==> config.mk <==
export PLATFORM = sky130hd
export DESIGN_NAME = mmio_uart_tx
export DESIGN_NICKNAME = d
export VERILOG_FILES = /design/src/rtl/mmio_uart_tx.sv
export SDC_FILE = /design/constraint.sdc
export NUM_CORES = 1
export LEC_CHECK = 0
export CORE_MARGIN = 3
export CORE_UTILIZATION = 47
export CTS_CLUSTER_DIAMETER = 30
export CTS_CLUSTER_SIZE = 8
export DETAILED_ROUTE_END_ITERATION = 6
export HOLD_SLACK_MARGIN = 0.06
export PLACE_DENSITY_LB_ADDON = 0.3
export SETUP_SLACK_MARGIN = 0.5
export SLEW_MARGIN = 20
export SYNTH_ARGS = -nofsm -noshare
export SYNTH_HDL_FRONTEND = slang
export SYNTH_SLANG_ARGS = --single-unit
==> constraint.sdc <==
create_clock -name clk -period 4.08 [get_ports clk]
set_clock_uncertainty 0.2 [all_clocks]
set_input_delay 0.612 -clock clk [delete_from_list [all_inputs] [get_ports clk]]
set_output_delay 0.612 -clock clk [all_outputs]
set_load 0.03 [all_outputs]
==> src/rtl/mmio_uart_tx.sv <==
// Memory-mapped 8N1 UART transmitter with a small TX FIFO, fed by core stores.
// Define UART_TX_PARITY_EN to insert an even-parity bit between data and stop.
module mmio_uart_tx #(
    parameter logic [31:0] BASE_ADDR   = 32'h1001_0100,
    parameter int          FIFO_DEPTH  = 4,
    parameter logic [15:0] DEFAULT_DIV = 16'd16
) (
    input  logic        clk,
    input  logic        reset,
    input  logic        write_enable_i,
    input  logic        read_enable_i,
    input  logic [31:0] address_i,
    input  logic [31:0] write_data_i,
    output logic [31:0] read_data_o,
    output logic        tx_o,
    output logic        busy_o
);
    localparam int PTR_W = (FIFO_DEPTH > 1) ? $clog2(FIFO_DEPTH) : 1;
    localparam int CNT_W = PTR_W + 1;
    localparam logic [29:0] BASE_W = BASE_ADDR[31:2];
`ifdef UART_TX_PARITY_EN
    localparam logic PAR_ADV = 1'b1;
    typedef enum logic [2:0] {S_IDLE, S_START, S_DATA, S_PARITY, S_STOP} state_e;
`else
    localparam logic PAR_ADV = 1'b0;
    typedef enum logic [2:0] {S_IDLE, S_START, S_DATA, S_STOP} state_e;
`endif

    state_e           state_q, state_d;
    logic [15:0]      baud_cnt_q, baud_cnt_d;
    logic [2:0]       bit_cnt_q, bit_cnt_d;
    logic [7:0]       shift_q, shift_d;
    logic [15:0]      div_q, div_d;
    logic [15:0]      baud_div_q, baud_div_d;
    logic             ovf_q, ovf_d;
    logic             tx_q, tx_d;
    logic [7:0]       mem_q [FIFO_DEPTH];
    logic [PTR_W-1:0] wptr_q, wptr_d, rptr_q, rptr_d;
    logic [CNT_W-1:0] count_q, count_d;
`ifdef UART_TX_PARITY_EN
    logic             par_q, par_d;
`endif

    logic sel_tx, sel_st, sel_bd;
    logic full, empty, push_req, push, pop, load, bit_done;
    logic [7:0] head;
    logic unused_bits;

    assign sel_tx = (address_i[31:2] == BASE_W);
    assign sel_st = (address_i[31:2] == BASE_W + 30'd1);
    assign sel_bd = (address_i[31:2] == BASE_W + 30'd2);
    assign unused_bits = ^{address_i[1:0], write_data_i[31:16]};

    assign full     = (count_q == CNT_W'(FIFO_DEPTH));
    assign empty    = (count_q == '0);
    assign head     = mem_q[rptr_q];
    assign push_req = write_enable_i & sel_tx;
    // A push into a full FIFO still fits when the shifter pops on the same edge.
    assign push     = push_req & (~full | pop);
    assign bit_done = (baud_cnt_q == div_q - 16'd1);

    always_comb begin
        state_d    = state_q;
        baud_cnt_d = baud_cnt_q;
        bit_cnt_d  = bit_cnt_q;
        shift_d    = shift_q;
        div_d      = div_q;
`ifdef UART_TX_PARITY_EN
        par_d      = par_q;
`endif
        load       = 1'b0;
        case (state_q)
            S_IDLE: load = ~empty;
            S_START: begin
                if (bit_done) begin
                    state_d    = S_DATA;
                    baud_cnt_d = '0;
                    bit_cnt_d  = '0;
                end else begin
                    baud_cnt_d = baud_cnt_q + 16'd1;
                end
            end
            S_DATA: begin
                if (bit_done) begin
                    baud_cnt_d = '0;
                    if (bit_cnt_q == 3'd7) begin
`ifdef UART_TX_PARITY_EN
                        state_d = S_PARITY;
`else
                        state_d = S_STOP;
`endif
                    end else begin
                        bit_cnt_d = bit_cnt_q + 3'd1;
                        shift_d   = {1'b0, shift_q[7:1]};
                    end
                end else begin
                    baud_cnt_d = baud_cnt_q + 16'd1;
                end
            end
`ifdef UART_TX_PARITY_EN
            S_PARITY: begin
                if (bit_done) begin
                    state_d    = S_STOP;
                    baud_cnt_d = '0;
                end else begin
                    baud_cnt_d = baud_cnt_q + 16'd1;
                end
            end
`endif
            S_STOP: begin
                if (bit_done) begin
                    baud_cnt_d = '0;
                    if (!empty) load = 1'b1;
                    else        state_d = S_IDLE;
                end else begin
                    baud_cnt_d = baud_cnt_q + 16'd1;
                end
            end
            default: state_d = S_IDLE;
        endcase
        // The divisor is captured per frame so BAUD_DIV writes only affect later frames.
        if (load) begin
            state_d    = S_START;
            shift_d    = head;
            div_d      = baud_div_q;
            baud_cnt_d = '0;
            bit_cnt_d  = '0;
`ifdef UART_TX_PARITY_EN
            par_d      = ^head;
`endif
        end
        pop = load;

        case (state_d)
            S_START: tx_d = 1'b0;
            S_DATA:  tx_d = shift_d[0];
`ifdef UART_TX_PARITY_EN
            S_PARITY: tx_d = par_d;
`endif
            default: tx_d = 1'b1;
        endcase
    end

    always_comb begin
        wptr_d     = push ? wptr_q + PTR_W'(1) : wptr_q;
        rptr_d     = pop  ? rptr_q + PTR_W'(1) : rptr_q;
        count_d    = count_q;
        if (push && !pop)      count_d = count_q + CNT_W'(1);
        else if (pop && !push) count_d = count_q - CNT_W'(1);
        baud_div_d = baud_div_q;
        if (write_enable_i && sel_bd)
            baud_div_d = (write_data_i[15:0] == 16'd0) ? 16'd1 : write_data_i[15:0];
        ovf_d = ovf_q;
        if (write_enable_i && sel_st && write_data_i[3]) ovf_d = 1'b0;
        if (push_req && full && !pop)                    ovf_d = 1'b1;
    end

    always_ff @(posedge clk) begin
        if (reset) begin
            state_q    <= S_IDLE;
            baud_cnt_q <= '0;
            bit_cnt_q  <= '0;
            tx_q       <= 1'b1;
            wptr_q     <= '0;
            rptr_q     <= '0;
            count_q    <= '0;
            ovf_q      <= 1'b0;
            baud_div_q <= DEFAULT_DIV;
        end else begin
            state_q    <= state_d;
            baud_cnt_q <= baud_cnt_d;
            bit_cnt_q  <= bit_cnt_d;
            tx_q       <= tx_d;
            wptr_q     <= wptr_d;
            rptr_q     <= rptr_d;
            count_q    <= count_d;
            ovf_q      <= ovf_d;
            baud_div_q <= baud_div_d;
        end
    end

    always_ff @(posedge clk) begin
        if (push) mem_q[wptr_q] <= write_data_i[7:0];
        shift_q <= shift_d;
        div_q   <= div_d;
`ifdef UART_TX_PARITY_EN
        par_q   <= par_d;
`endif
    end

    always_comb begin
        read_data_o = '0;
        if (read_enable_i) begin
            if (sel_st)
                read_data_o = {23'd0, PAR_ADV, 4'(count_q), ovf_q,
                               (state_q != S_IDLE), empty, full};
            else if (sel_bd)
                read_data_o = {16'd0, baud_div_q};
        end
    end

    assign tx_o   = tx_q;
    assign busy_o = (state_q != S_IDLE) | ~empty;
endmodule

==> impl_metrics.json <==
{
  "status": "finished, final reports clean",
  "endpoint_kind": "flop",
  "grt_max_degree": 32,
  "htreeDepth": 3,
  "synth_adder_area_share_pct": 2.49,
  "ant_nets": 0,
  "r2r-start": "div_q[10]$_DFFE_PN_",
  "synth_edf_count": 55,
  "cp.arrival_ps": 4040,
  "drive_above_1_share_pct": 18.3,
  "synth_top_family_by_area": "simple AND/OR/NAND/NOR gates",
  "core_area_sq_mm": 0.0110,
  "hold_class": "reg -> reg",
  "fp.dieArea_sq_mm": 0.0127,
  "synth-xor-area-share_pct": 6.34,
  "fmax_ghz": 0.253,
  "worstSetupStartpointType": "flop",
  "grt_pass1_wl_mm": 20.0,
  "syn2layout_area_growth_pct": 24.6,
  "synthSimpleGateAreaFrac_pct": 19.7,
  "fin_nets": 662,
  "row_count": 38,
  "antenna_found_initial": 0,
  "gp_congestion": 0.867,
  "globalRoute.totalOverflow": 0,
  "critPathLaunch": "div_q[10]$_DFFE_PN_",
  "seq_area_frac_synth_pct": 49.8,
  "grt_pass1_vias": 4043,
  "drv_cap": 0,
  "synth_mux_area_share_pct": 4.34,
  "tightestPinTransition_ps": 646,
  "synth_compound_area_share_pct": 12.2,
  "drtPass1Iterations": 5,
  "clk_pin_slew_ps": 70,
  "rsz0062_at_grt": "yes",
  "synth_warnings": 0,
  "finalCritPeriodShare_pct": 96.9,
  "clkLatencyLatePin_ps": 350,
  "cts_sinks": 105,
  "hold_ws_ps": 256,
  "syn_area_per_cell_sq_um": 10.8,
  "io_pins": 102,
  "slew_viol_final": 0,
  "grtUsageTotal_pct": 19.6,
  "mostFrequentLayoutCells": "55 x edfxtp_1, 51 x clkdlybuf4s50_1, 50 x dfxtp_1, 48 x nand2_1, 45 x buf_4",
  "vias": 4092,
  "critPathMaxFanout": 2,
  "cts_buffers": 9,
  "async_reset_ff_share_pct": 0,
  "max_slew_margin_pct": 56.9,
  "vdd_ir_drop_max_mv": 0.221,
  "final_common_cell": "edfxtp_1",
  "tns_ps": 0,
  "reg2reg_slack_ps": 130,
  "drc": 0,
  "synthCells": 493,
  "hpwl_mm": 8.94,
  "die_w_um": 113,
  "hold_viol": 0,
  "finalCriticalPeriod_ps": 3950,
  "cts_tree": "built",
  "drt-initial-drc-count": 244,
  "clockBufferDepth": 2,
  "p_leak_nw": 2.39,
  "cts_root_buf": "clkbuf_16",
  "finalSetupViolations": 0,
  "power.density_mw_per_mm2": 431,
  "drt_wl_total_mm": 12.2,
  "initial_core_util_pct": 48.5,
  "io_buffers": 67,
  "vias_per_cell": 5.61,
  "required_ps": 4160,
  "syn_area_sq_mm": 0.00533,
  "yosys.cell_types.count": 75,
  "n_antenna_cell": 0,
  "synth_seq_cells": 105,
  "post_drt_wl_per_cell_um": 16.7,
  "die_y_um": 113,
  "ys.flop_type": "edfxtp_1",
  "path_class": "reg -> reg",
  "hp-start": "baud_div_q[7]$_SDFFE_PP0P_",
  "total_power_mw": 2.86
}
==> kinds of logic after synthesis <==
logic type / after synthesis
flops: 105
buf+inv: 46
mux: 13
compound gates: 85
fa+ha+maj: 10
other cells: 1
simple gates: 196
xor+xnor: 37
==> cell type report <==
cell class	count	area [sq um]
Clock buffer	9	225
Clock inverter	7	95.1
Fill cell	869	4340
Inverter	8	30.0
Multi-Input combinational cell	358	2530
Sequential cell	105	2650
Tap cell	140	175
Timing Repair Buffer	102	933
==> where the power goes <==
group	total, mW	internal, mW	switching (mW)
Clock	0.905	0.494	0.411
Sequential	1.32	1.22	0.0996
Combinational	0.632	0.308	0.325
==> routing by layer <==
metal	part of all wire, %	global-route usage [%]	vias up
met5	0	0	-
met1	44	26.4	1953
li1	-	-	1973
met2	48	31.7	149
met4	1.8	7.37	0
met3	6.1	3.83	17
==> sequential cells by signal (all words and copies together), names as in the netlist, named ones only <==
name,flops
state_q,3
bit_cnt_q,3
baud_cnt_q,16
tx_o,1
shift_q,8
mem_q,32
count_q,3
rptr_q,2
ovf_q,1
wptr_q,2
div_q,16
baud_div_q,16
==> worst max-delay path: stages, from the launching register on <==
cell and delay (ps):
edfxtp_1 400, or4_4 550, or3_1 310, a2111o_1 460
a211oi_2 260, nand4b_4 160, o41ai_4 370, ha_4 210
inv_2 40, fa_2 330, xor2_1 180, or3_1 310
a21oi_1 120
==> cells in the mapped netlist (all sizes together) (5+ instances only) <==
cell / count / area [sq um]
a211oi: 6 / 50.1
a21oi: 25 / 125
a22o: 9 / 78.8
and2: 8 / 55.1
and3: 12 / 76.3
buf: 27 / 204
clkbuf: 11 / 41.3
dfxtp: 50 / 1000
edfxtp: 55 / 1650
ha: 9 / 113
inv: 8 / 30.0
mux4: 8 / 180
nand2: 48 / 180
nand2b: 7 / 43.8
nand3: 13 / 65.1
nand4: 7 / 43.8
nor2: 42 / 160
nor2b: 6 / 37.5
nor3: 12 / 60.1
nor4: 11 / 75.1
nor4b: 5 / 43.8
o21ai: 8 / 40.0
or3: 8 / 53.8
xnor2: 15 / 131
xor2: 21 / 184
==> per-stage QoR <==
step           instances  instance area (sq um)  setup WS, ps  util [%]
2_1_floorplan        509                   5400         -88.9         -
3_3_place_gp         701                   6140          88.5      55.9
3_5_place_dp         701                   6140         -13.4      55.9
4_1_cts              723                   6530           146      59.5
5_1_grt              729                   6640          26.5      60.5
6_report             729                   6640           126      60.5
==> path summary, 6_finish.rpt <==
path	to	depth (start not counted)
setup / recovery	count_q[2]$_SDFFE_PP0P_	12
hold / removal	div_q[7]$_DFFE_PN_	0
setup reg to reg	count_q[2]$_SDFFE_PP0P_	12
hold reg to reg	div_q[7]$_DFFE_PN_	0
==> what timing repair did <==
item	CTS	global route
resized for setup	7	15
gates cloned	0	0
buffers inserted	6	6
pin swaps	9	6
hold buffers	0	0
endpoints found under the setup margin	17	74
No activity file was read; power rests on OpenSTA's default activity.
